==> config.mk <==
export PLATFORM = sky130hd
export DESIGN_NAME = seg7_scan_driver
export DESIGN_NICKNAME = d
export VERILOG_FILES = /design/src/rtl/seg7_pkg.sv /design/src/rtl/seg7_decode.sv /design/src/rtl/seg7_scan_driver.sv
export SDC_FILE = /design/constraint.sdc
export NUM_CORES = 1
export LEC_CHECK = 0
export ABC_AREA = 1
export CAP_MARGIN = 20
export CORE_UTILIZATION = 37
export CTS_BUF_LIST = sky130_fd_sc_hd__clkbuf_8
export CTS_CLUSTER_SIZE = 24
export DETAILED_ROUTE_END_ITERATION = 12
export PLACE_DENSITY_LB_ADDON = 0.12
export SETUP_SLACK_MARGIN = 0.1
export SLEW_MARGIN = 0
export SYNTH_ARGS = -nofsm -noshare
export SYNTH_HDL_FRONTEND = slang
export SYNTH_SLANG_ARGS = --single-unit
==> constraint.sdc <==
create_clock -name clk -period 2.6 [get_ports clk]
set_clock_uncertainty 0.05 [all_clocks]
set_input_delay 0.39 -clock clk [delete_from_list [all_inputs] [get_ports clk]]
set_output_delay 0.39 -clock clk [all_outputs]
set_load 0.1 [all_outputs]
==> src/rtl/seg7_pkg.sv <==
// Shared constants and types for the 4-digit multiplexed 7-segment driver.
// Glyphs are active-low, bit order {g,f,e,d,c,b,a}; anodes are active-low.
package seg7_pkg;

    // Digit position within a scan frame: 0/1 = seg1 units/tens, 2/3 = seg2 units/tens
    typedef logic [1:0] digit_t;

    localparam logic [6:0] SEG_0     = 7'b1000000;
    localparam logic [6:0] SEG_1     = 7'b1111001;
    localparam logic [6:0] SEG_2     = 7'b0100100;
    localparam logic [6:0] SEG_3     = 7'b0110000;
    localparam logic [6:0] SEG_4     = 7'b0011001;
    localparam logic [6:0] SEG_5     = 7'b0010010;
    localparam logic [6:0] SEG_6     = 7'b0000010;
    localparam logic [6:0] SEG_7     = 7'b1111000;
    localparam logic [6:0] SEG_8     = 7'b0000000;
    localparam logic [6:0] SEG_9     = 7'b0010000;
    localparam logic [6:0] SEG_DASH  = 7'b0111111;
    localparam logic [6:0] SEG_BLANK = 7'b1111111;

    localparam logic [3:0] AN_OFF = 4'b1111;
    localparam logic [3:0] AN_D0  = 4'b1110;
    localparam logic [3:0] AN_D1  = 4'b1101;
    localparam logic [3:0] AN_D2  = 4'b1011;
    localparam logic [3:0] AN_D3  = 4'b0111;

    // One-hot-low anode pattern for a digit position
    function automatic logic [3:0] an_select(input digit_t d);
        logic [3:0] pat;
        case (d)
            2'd0:    pat = AN_D0;
            2'd1:    pat = AN_D1;
            2'd2:    pat = AN_D2;
            default: pat = AN_D3;
        endcase
        return pat;
    endfunction

endpackage

==> src/rtl/seg7_decode.sv <==
// Nibble to active-low 7-segment glyph. 0xA is a dash, 0xB-0xF are blank,
// and a set suppress flag blanks the digit regardless of its value.
module seg7_decode
    import seg7_pkg::*;
(
    input  logic [3:0] nibble,
    input  logic       suppress,
    output logic [6:0] cat
);

    // Glyph lookup with suppression override
    always_comb begin
        cat = SEG_BLANK;
        if (!suppress) begin
            case (nibble)
                4'h0:    cat = SEG_0;
                4'h1:    cat = SEG_1;
                4'h2:    cat = SEG_2;
                4'h3:    cat = SEG_3;
                4'h4:    cat = SEG_4;
                4'h5:    cat = SEG_5;
                4'h6:    cat = SEG_6;
                4'h7:    cat = SEG_7;
                4'h8:    cat = SEG_8;
                4'h9:    cat = SEG_9;
                4'hA:    cat = SEG_DASH;
                default: cat = SEG_BLANK;
            endcase
        end
    end

endmodule

==> src/rtl/seg7_scan_driver.sv <==
// Four-digit time-multiplexed common-anode display driver for two packed-BCD
// counter outputs. Inputs are latched once per frame so a frame never mixes
// old and new values; each dwell starts with all anodes off to avoid ghosting.
module seg7_scan_driver
    import seg7_pkg::*;
#(
    parameter int CLK_HZ      = 125000000,
    parameter int DIGIT_HZ    = 1000,
    parameter int DEAD_CYC    = 1250,
    parameter int BLINK_HZ    = 2,
    parameter int LZ_SUPPRESS = 1
) (
    input  logic       clk,
    input  logic       rst,
    input  logic [7:0] seg1,
    input  logic [7:0] seg2,
    input  logic       blink,
    output logic [3:0] an,
    output logic [6:0] cat,
    output logic       frame_start
);

    localparam int DWELL = CLK_HZ / DIGIT_HZ;
    localparam int HALF  = CLK_HZ / (2 * BLINK_HZ);
    localparam int DW_W  = (DWELL > 1) ? $clog2(DWELL) : 1;
    localparam int BL_W  = (HALF > 1) ? $clog2(HALF) : 1;

    localparam logic [DW_W-1:0] DWELL_LAST = DW_W'(DWELL - 1);
    localparam logic [DW_W-1:0] DEAD_END   = DW_W'(DEAD_CYC);
    localparam logic [BL_W-1:0] HALF_LAST  = BL_W'(HALF - 1);
    localparam bit              LZ_ON      = (LZ_SUPPRESS != 0);

    // A dwell must fit the dead window plus at least two lit cycles
    if (DWELL < DEAD_CYC + 2) begin : g_dwell_check
        $error("seg7_scan_driver: DWELL (%0d) must be at least DEAD_CYC+2 (%0d)",
               DWELL, DEAD_CYC + 2);
    end

    logic [DW_W-1:0] dwell;
    digit_t          idx;
    logic [BL_W-1:0] blink_cnt;
    logic            phase;
    logic [7:0]      shadow1;
    logic [7:0]      shadow2;

    logic            frame_latch;
    logic            lit;
    logic [3:0]      nibble;
    logic            suppress;
    logic [6:0]      glyph;
    logic [3:0]      an_next;
    logic [6:0]      cat_next;

    assign frame_latch = (dwell == '0) && (idx == 2'd0);
    assign lit         = (dwell >= DEAD_END);

    // Dwell counter and digit index: advance to the next digit on dwell wrap
    always_ff @(posedge clk) begin
        if (!rst) begin
            dwell <= '0;
            idx   <= 2'd0;
        end else if (dwell == DWELL_LAST) begin
            dwell <= '0;
            idx   <= digit_t'(idx + 2'd1);
        end else begin
            dwell <= dwell + 1'b1;
        end
    end

    // Free-running blink timer; the visible phase toggles every half period
    always_ff @(posedge clk) begin
        if (!rst) begin
            blink_cnt <= '0;
            phase     <= 1'b1;
        end else if (blink_cnt == HALF_LAST) begin
            blink_cnt <= '0;
            phase     <= ~phase;
        end else begin
            blink_cnt <= blink_cnt + 1'b1;
        end
    end

    // Frame-coherent shadow copy of both inputs, captured at the start of digit 0
    always_ff @(posedge clk) begin
        if (!rst) begin
            shadow1 <= 8'hFF;
            shadow2 <= 8'hFF;
        end else if (frame_latch) begin
            shadow1 <= seg1;
            shadow2 <= seg2;
        end
    end

    // Select the nibble for the current digit; odd positions are tens digits
    always_comb begin
        nibble = 4'hF;
        case (idx)
            2'd0:    nibble = shadow1[3:0];
            2'd1:    nibble = shadow1[7:4];
            2'd2:    nibble = shadow2[3:0];
            default: nibble = shadow2[7:4];
        endcase
        suppress = LZ_ON && idx[0] && (nibble == 4'h0);
    end

    seg7_decode u_decode (
        .nibble   (nibble),
        .suppress (suppress),
        .cat      (glyph)
    );

    // Next output values: dark during the dead window, blink masks segments only
    always_comb begin
        an_next  = AN_OFF;
        cat_next = SEG_BLANK;
        if (lit) begin
            an_next = an_select(idx);
            if (!(blink && !phase)) begin
                cat_next = glyph;
            end
        end
    end

    // Registered outputs, one cycle behind the internal state
    always_ff @(posedge clk) begin
        if (!rst) begin
            an          <= AN_OFF;
            cat         <= SEG_BLANK;
            frame_start <= 1'b0;
        end else begin
            an          <= an_next;
            cat         <= cat_next;
            frame_start <= frame_latch;
        end
    end

endmodule

### Yosys cells after proc, flatten, opt, wreduce, memory -nomap -nowiden

Memory sizes are Yosys's and may differ from the RTL's. A register that Yosys moved wholly into a read port is not among the register bits.
Index checks and enable logic that the tools add are counted.
W data, S select, Z words.

* register bits after elaboration: 66
* ROM bits: 112
* output and inout bits: 12
* logic and storage cells: 33
* memories kept: 1

* $add $sub $neg: 3
* order comparisons: 1
* equality and inequality tests: 4
* muxes and demuxes: 2
* bitwise logic cells: 3
* reductions and logical operators: 11

Memory list
* (name not given): words 16, width 7, read ports 1, clocked after Yosys merged registers in 1, write ports 0, RTL line seg7_decode.sv:15 `case (nibble)`

Operators by type and width (number)
* $add A25 B1 Y25 const B: 1
* $eq A25 B25 Y1 const B: 1
* $pmux W4 S3: 2
* $add A17 B1 Y17 const B: 1
* $eq A17 B17 Y1 const B: 1
* $ge A17 B11 Y1 const B: 1
* $logic_not A17 Y1: 1
* $logic_not A4 Y1: 1
* $reduce_or A2 Y1: 2
* $reduce_or A4 Y1: 1
* $logic_and A1 B1 Y1: 3
* $not A1 Y1: 3
* $add A2 B1 Y2 const B: 1
* $eq A2 B1 Y1 const B: 1
* $eq A2 B2 Y1 const B: 1
* $logic_not A2 Y1: 1
* $reduce_and A2 Y1: 1
* $logic_not A1 Y1: 1

### Logic depth before layout (Yosys ltp)

* depth after elaboration: 5
* mapped depth: 12
* gate-level depth less buffers: 12

### Hierarchy

A second synthesis with hierarchy kept.

* cells, all modules: 599
* area total of the unflattened synthesis: 3991.3 um^2

By module, submodules not included
* seg7_scan_driver: times used 1, cells each 559, area each 3778.6 um^2, sequential area each 1461.4 um^2
* seg7_decode: times used 1, cells each 40, area each 212.7 um^2, sequential area each 0.0 um^2

### Least setup slack after synthesis

No wires, ideal clock.

* kind: register to register
* start point: register idx[0]
* end point: register cat[4]
* library setup time: 0.058 ns
* arrival: 2.019 ns
* data required time: 2.492 ns
* setup slack: 0.473 ns
* stages on the path, launching flop included: 12
* period minus slack after synthesis: 2.127 ns
* cell sequence: dfxtp_1 > inv_1 > ha_1 > nand2_1 > nand2_1 > o21ai_0 > inv_1 > ha_1 > or2_2 > nand3_1 > nand2_1 > nand2_1

* cells in the longest elaborated chain, start to end: 5
* elaborated cells between the ends (all ways): 7

Ends and longest elaborated chain
* start, declared: RTL line seg7_scan_driver.sv:40 `digit_t idx;`
* start signal, assigned: RTL line seg7_scan_driver.sv:64 `idx <= digit_t'(idx + 2'd1);`
* $eq A2 B2 Y1 (tied with other cells): RTL line seg7_scan_driver.sv:97 `case (idx)`
* $pmux W4 S3: RTL line seg7_scan_driver.sv:97
* $logic_not A4 Y1: RTL line seg7_scan_driver.sv:103 `suppress = LZ_ON && idx[0] && (nibble == 4'h0);`
* $logic_and A1 B1 Y1: RTL line seg7_scan_driver.sv:103
* $reduce_or A4 Y1 (no source line)
* end, declared: RTL line seg7_scan_driver.sv:19 `output logic [6:0] cat,`

Several ways; a longest one is shown, not always the timed one.
A chain may end at the register's enable or synchronous reset.

### Worst setup path in the final report

* start point: register idx[0]
* end point: register cat[3]

The elaborated chain is that of the path after synthesis.

==> metrics <==
sequential element share of the synthesized area 39.2%; Layout Cells excl Fill 711; Worst VDD drop 267 µV; Yosys cell types 36; Iter 0 DRT Violations 105; CP Max Fanout 7; CP endpoint kind register; total gr overflow 0; WL per Instance 11.9 µm; CP cell instances inv_1 > ha_1 > nand2_1 > nand2_1 > o22a_1 > inv_1 > ha_1 > nand2_1 > nand3b_1 > nand2_1 > nor2_2 > nand2_1; CTS tree built; cell area power density 547 nW/µm²; Ys Warns 0; P_sw 603 µW; Req. time, crit path 2780 ps; Buf+Inv Stages, Crit Path 2; final instance area 4360 µm²; Setup violations, final 0; TritonCTS Buffers 9; DP HPWL 6.28 mm; Inserted Diodes 0; chip width 102 µm; placed instance area 4150 µm²; crit start category register; Final Power 2.38 mW; first-pass GRT wire length 14.2 mm; Die Y-Extent 102 µm; total wire length 8.43 mm; Leak Pwr 1.74 nW; post-synthesis register bit count 73; Setup WS pre-CTS 445 ps; drt first pass iters 4; Syn Inst Count 536; switch share 25.3%; largest net degree at the start of global routing 26; Die ar. 10,500 µm²; Largest stage delay, worst path 360 ps; nets@finish 605; Max Fclk 468 MHz; minimum clock period after layout 2140 ps; critical path data arrival time 2320 ps; Internal 1.78 mW; placed insts 695; vias per inst 4.71; critical path class reg -> reg; Max Cap Viol 0; Top delay family on crit path simple AND/OR/NAND/NOR gates; Fin. Hold Viols 0; antenna violations before repair 0; Slew @ Worst Pin 493 ps; clk_lat worst skew 340 ps; DRC 0; share of cells above drive strength 1 10.0%; Reg clk slew, reported paths 80 ps; RD Place Congestion 0.855; quantity of gates resized following cts 0; Clock power frac 40.0%; Synth Area per Inst 6.96 µm²; H-Tree Depth 3; most numerous cell on the critical path nand2_1; root buffer cell clkbuf_8; setup ws final 462 ps; synthesized area 3730 µm²; Area Growth Syn to Fin 16.9%; setup_tns 0 ps; crit share post-route 82.2%; sequential power share 49.8%; Tot GR Track Use 17.5%; total number of vias 3,350; num ports 31; combinational share of power 10.2%; number of port buffers 30; Sink Count 73; Slew Viols, Final 0; vias in the first global route 3,108; CTS Hold Bufs 0; Max Buffers Root-to-Sink 2; Starting Density 38.2%; post-CTS setup buffer count 0; Final ANT Viol Nets 0; Slew HR 67.0%; RSZ-0062 raised after global routing no; CORE AREA 9770 µm²; CP max stage cell dfxtp_1; row count 36; outcome completed; Tightest Hold Check Type reg -> reg; Syn Nets 568
## cell families after synthesis
| kind of cell | share of synthesized area (%) |
|---|---|
| AO/OA/AOI/OAI | 6.11 |
| flip-flops | 39.2 |
| AND/OR/NAND/NOR | 40.6 |
| XOR/XNOR | 2.35 |
| adder cells (fa/ha/maj) | 4.36 |
| buffers and inverters | 7.41 |
## routing by layer
| metal | GRT usage [%] | share of wire, % |
|---|---|---|
| met1 | 22.9 | 50 |
| met2 | 28.9 | 47 |
| met3 | 3.42 | 2.1 |
| met4 | 5.60 | 0.78 |
| met5 | 0 | 0 |
## cells in the mapped netlist
library cell | instances | area share, %
nand2_1 | 156 | 16
dfxtp_1 | 73 | 39
nor2_1 | 67 | 6.7
inv_1 | 56 | 5.6
nand3_1 | 43 | 5.8
a21oi_1 | 24 | 3.2
nand4_1 | 24 | 4.0
ha_1 | 13 | 4.4
nor3_1 | 13 | 1.7
o21ai_0 | 11 | 1.5
xor2_1 | 7 | 1.6
nand3b_1 | 5 | 1.0
nand2_2 | 4 | 0.67
or2_2 | 4 | 0.67
nor2_2 | 3 | 0.50
nor2_4 | 3 | 0.91
nor3_2 | 3 | 0.81
xnor2_1 | 3 | 0.70
buf_2 | 2 | 0.27
buf_4 | 2 | 0.40
buf_6 | 2 | 0.60
clkbuf_1 | 2 | 0.20
inv_2 | 2 | 0.20
nor3b_1 | 2 | 0.40
buf_1 | 1 | 0.10
nand2_4 | 1 | 0.30
nand3_2 | 1 | 0.27
nand3_4 | 1 | 0.47
nor3_4 | 1 | 0.44
o211ai_1 | 1 | 0.20
o21a_1 | 1 | 0.20
o21ai_2 | 1 | 0.23
o21bai_1 | 1 | 0.20
o22a_1 | 1 | 0.23
o22ai_2 | 1 | 0.34
or2_0 | 1 | 0.17
## worst min-delay path: stages, from the launching register on
cell     delay [ps]
dfxtp_1         330
nand2_1          50
nand3_1          50
## state kept, by name, summed over array words and instances, names as in the netlist
register,count
shadow1,8
shadow2,8
dwell,17
an,4
cat,7
phase,1
idx,2
blink_cnt,25
frame_start,1
## final timing paths
check                                 from  slack [ps]  depth (start not counted)          to
worst max-delay path                idx[0]         460                         12      cat[3]
worst min-delay path            shadow2[6]         410                          2  shadow2[6]
worst max register to register      idx[0]         460                         12      cat[3]
worst min register to register  shadow2[6]         410                          2  shadow2[6]
## layout make-up
type | instances | area, µm²
clock buffers | 12 | 165
clock inverters | 4 | 48.8
fillers | 1048 | 5420
inverters | 58 | 218
multi-input cells | 396 | 1990
flip-flops and latches | 73 | 1460
well taps | 133 | 166
repair buffers | 35 | 308
## power by group through the flow
stage	Sequential (mW)	Combinational (mW)	Clock, mW
6_report	1.19	0.244	0.954
5_1_grt	1.19	0.277	1.03
4_1_cts	1.19	0.246	0.996
3_5_place_dp	1.21	0.245	0
3_3_place_gp	1.21	0.241	0
2_1_floorplan	1.21	0.169	0
## through the flow
step / util (%) / hold WS, ps
after global routing: 44.6 / 442
after floorplan: - / 367
final: 44.6 / 409
after global placement: 42.4 / 379
after detailed placement: 42.4 / 392
after CTS: 44.6 / 411
## layout by cell type, fill, tap and decap left out, drive strengths merged
cell type | netlist | routed
a21oi | 24 | 24
buf | 7 | 17
bufinv | 0 | 1
clkbuf | 2 | 12
clkdlybuf4s50 | 0 | 18
clkinv | 0 | 2
dfxtp | 73 | 73
ha | 13 | 13
inv | 58 | 59
nand2 | 161 | 161
nand3 | 45 | 45
nand3b | 5 | 5
nand4 | 24 | 24
nor2 | 73 | 73
nor3 | 17 | 17
nor3b | 2 | 2
o211ai | 1 | 1
o21a | 1 | 1
o21ai | 12 | 12
o21bai | 1 | 1
o22a | 1 | 1
o22ai | 1 | 1
or2 | 5 | 5
xnor2 | 3 | 3
xor2 | 7 | 7
(Power assumes the default switching activity.)
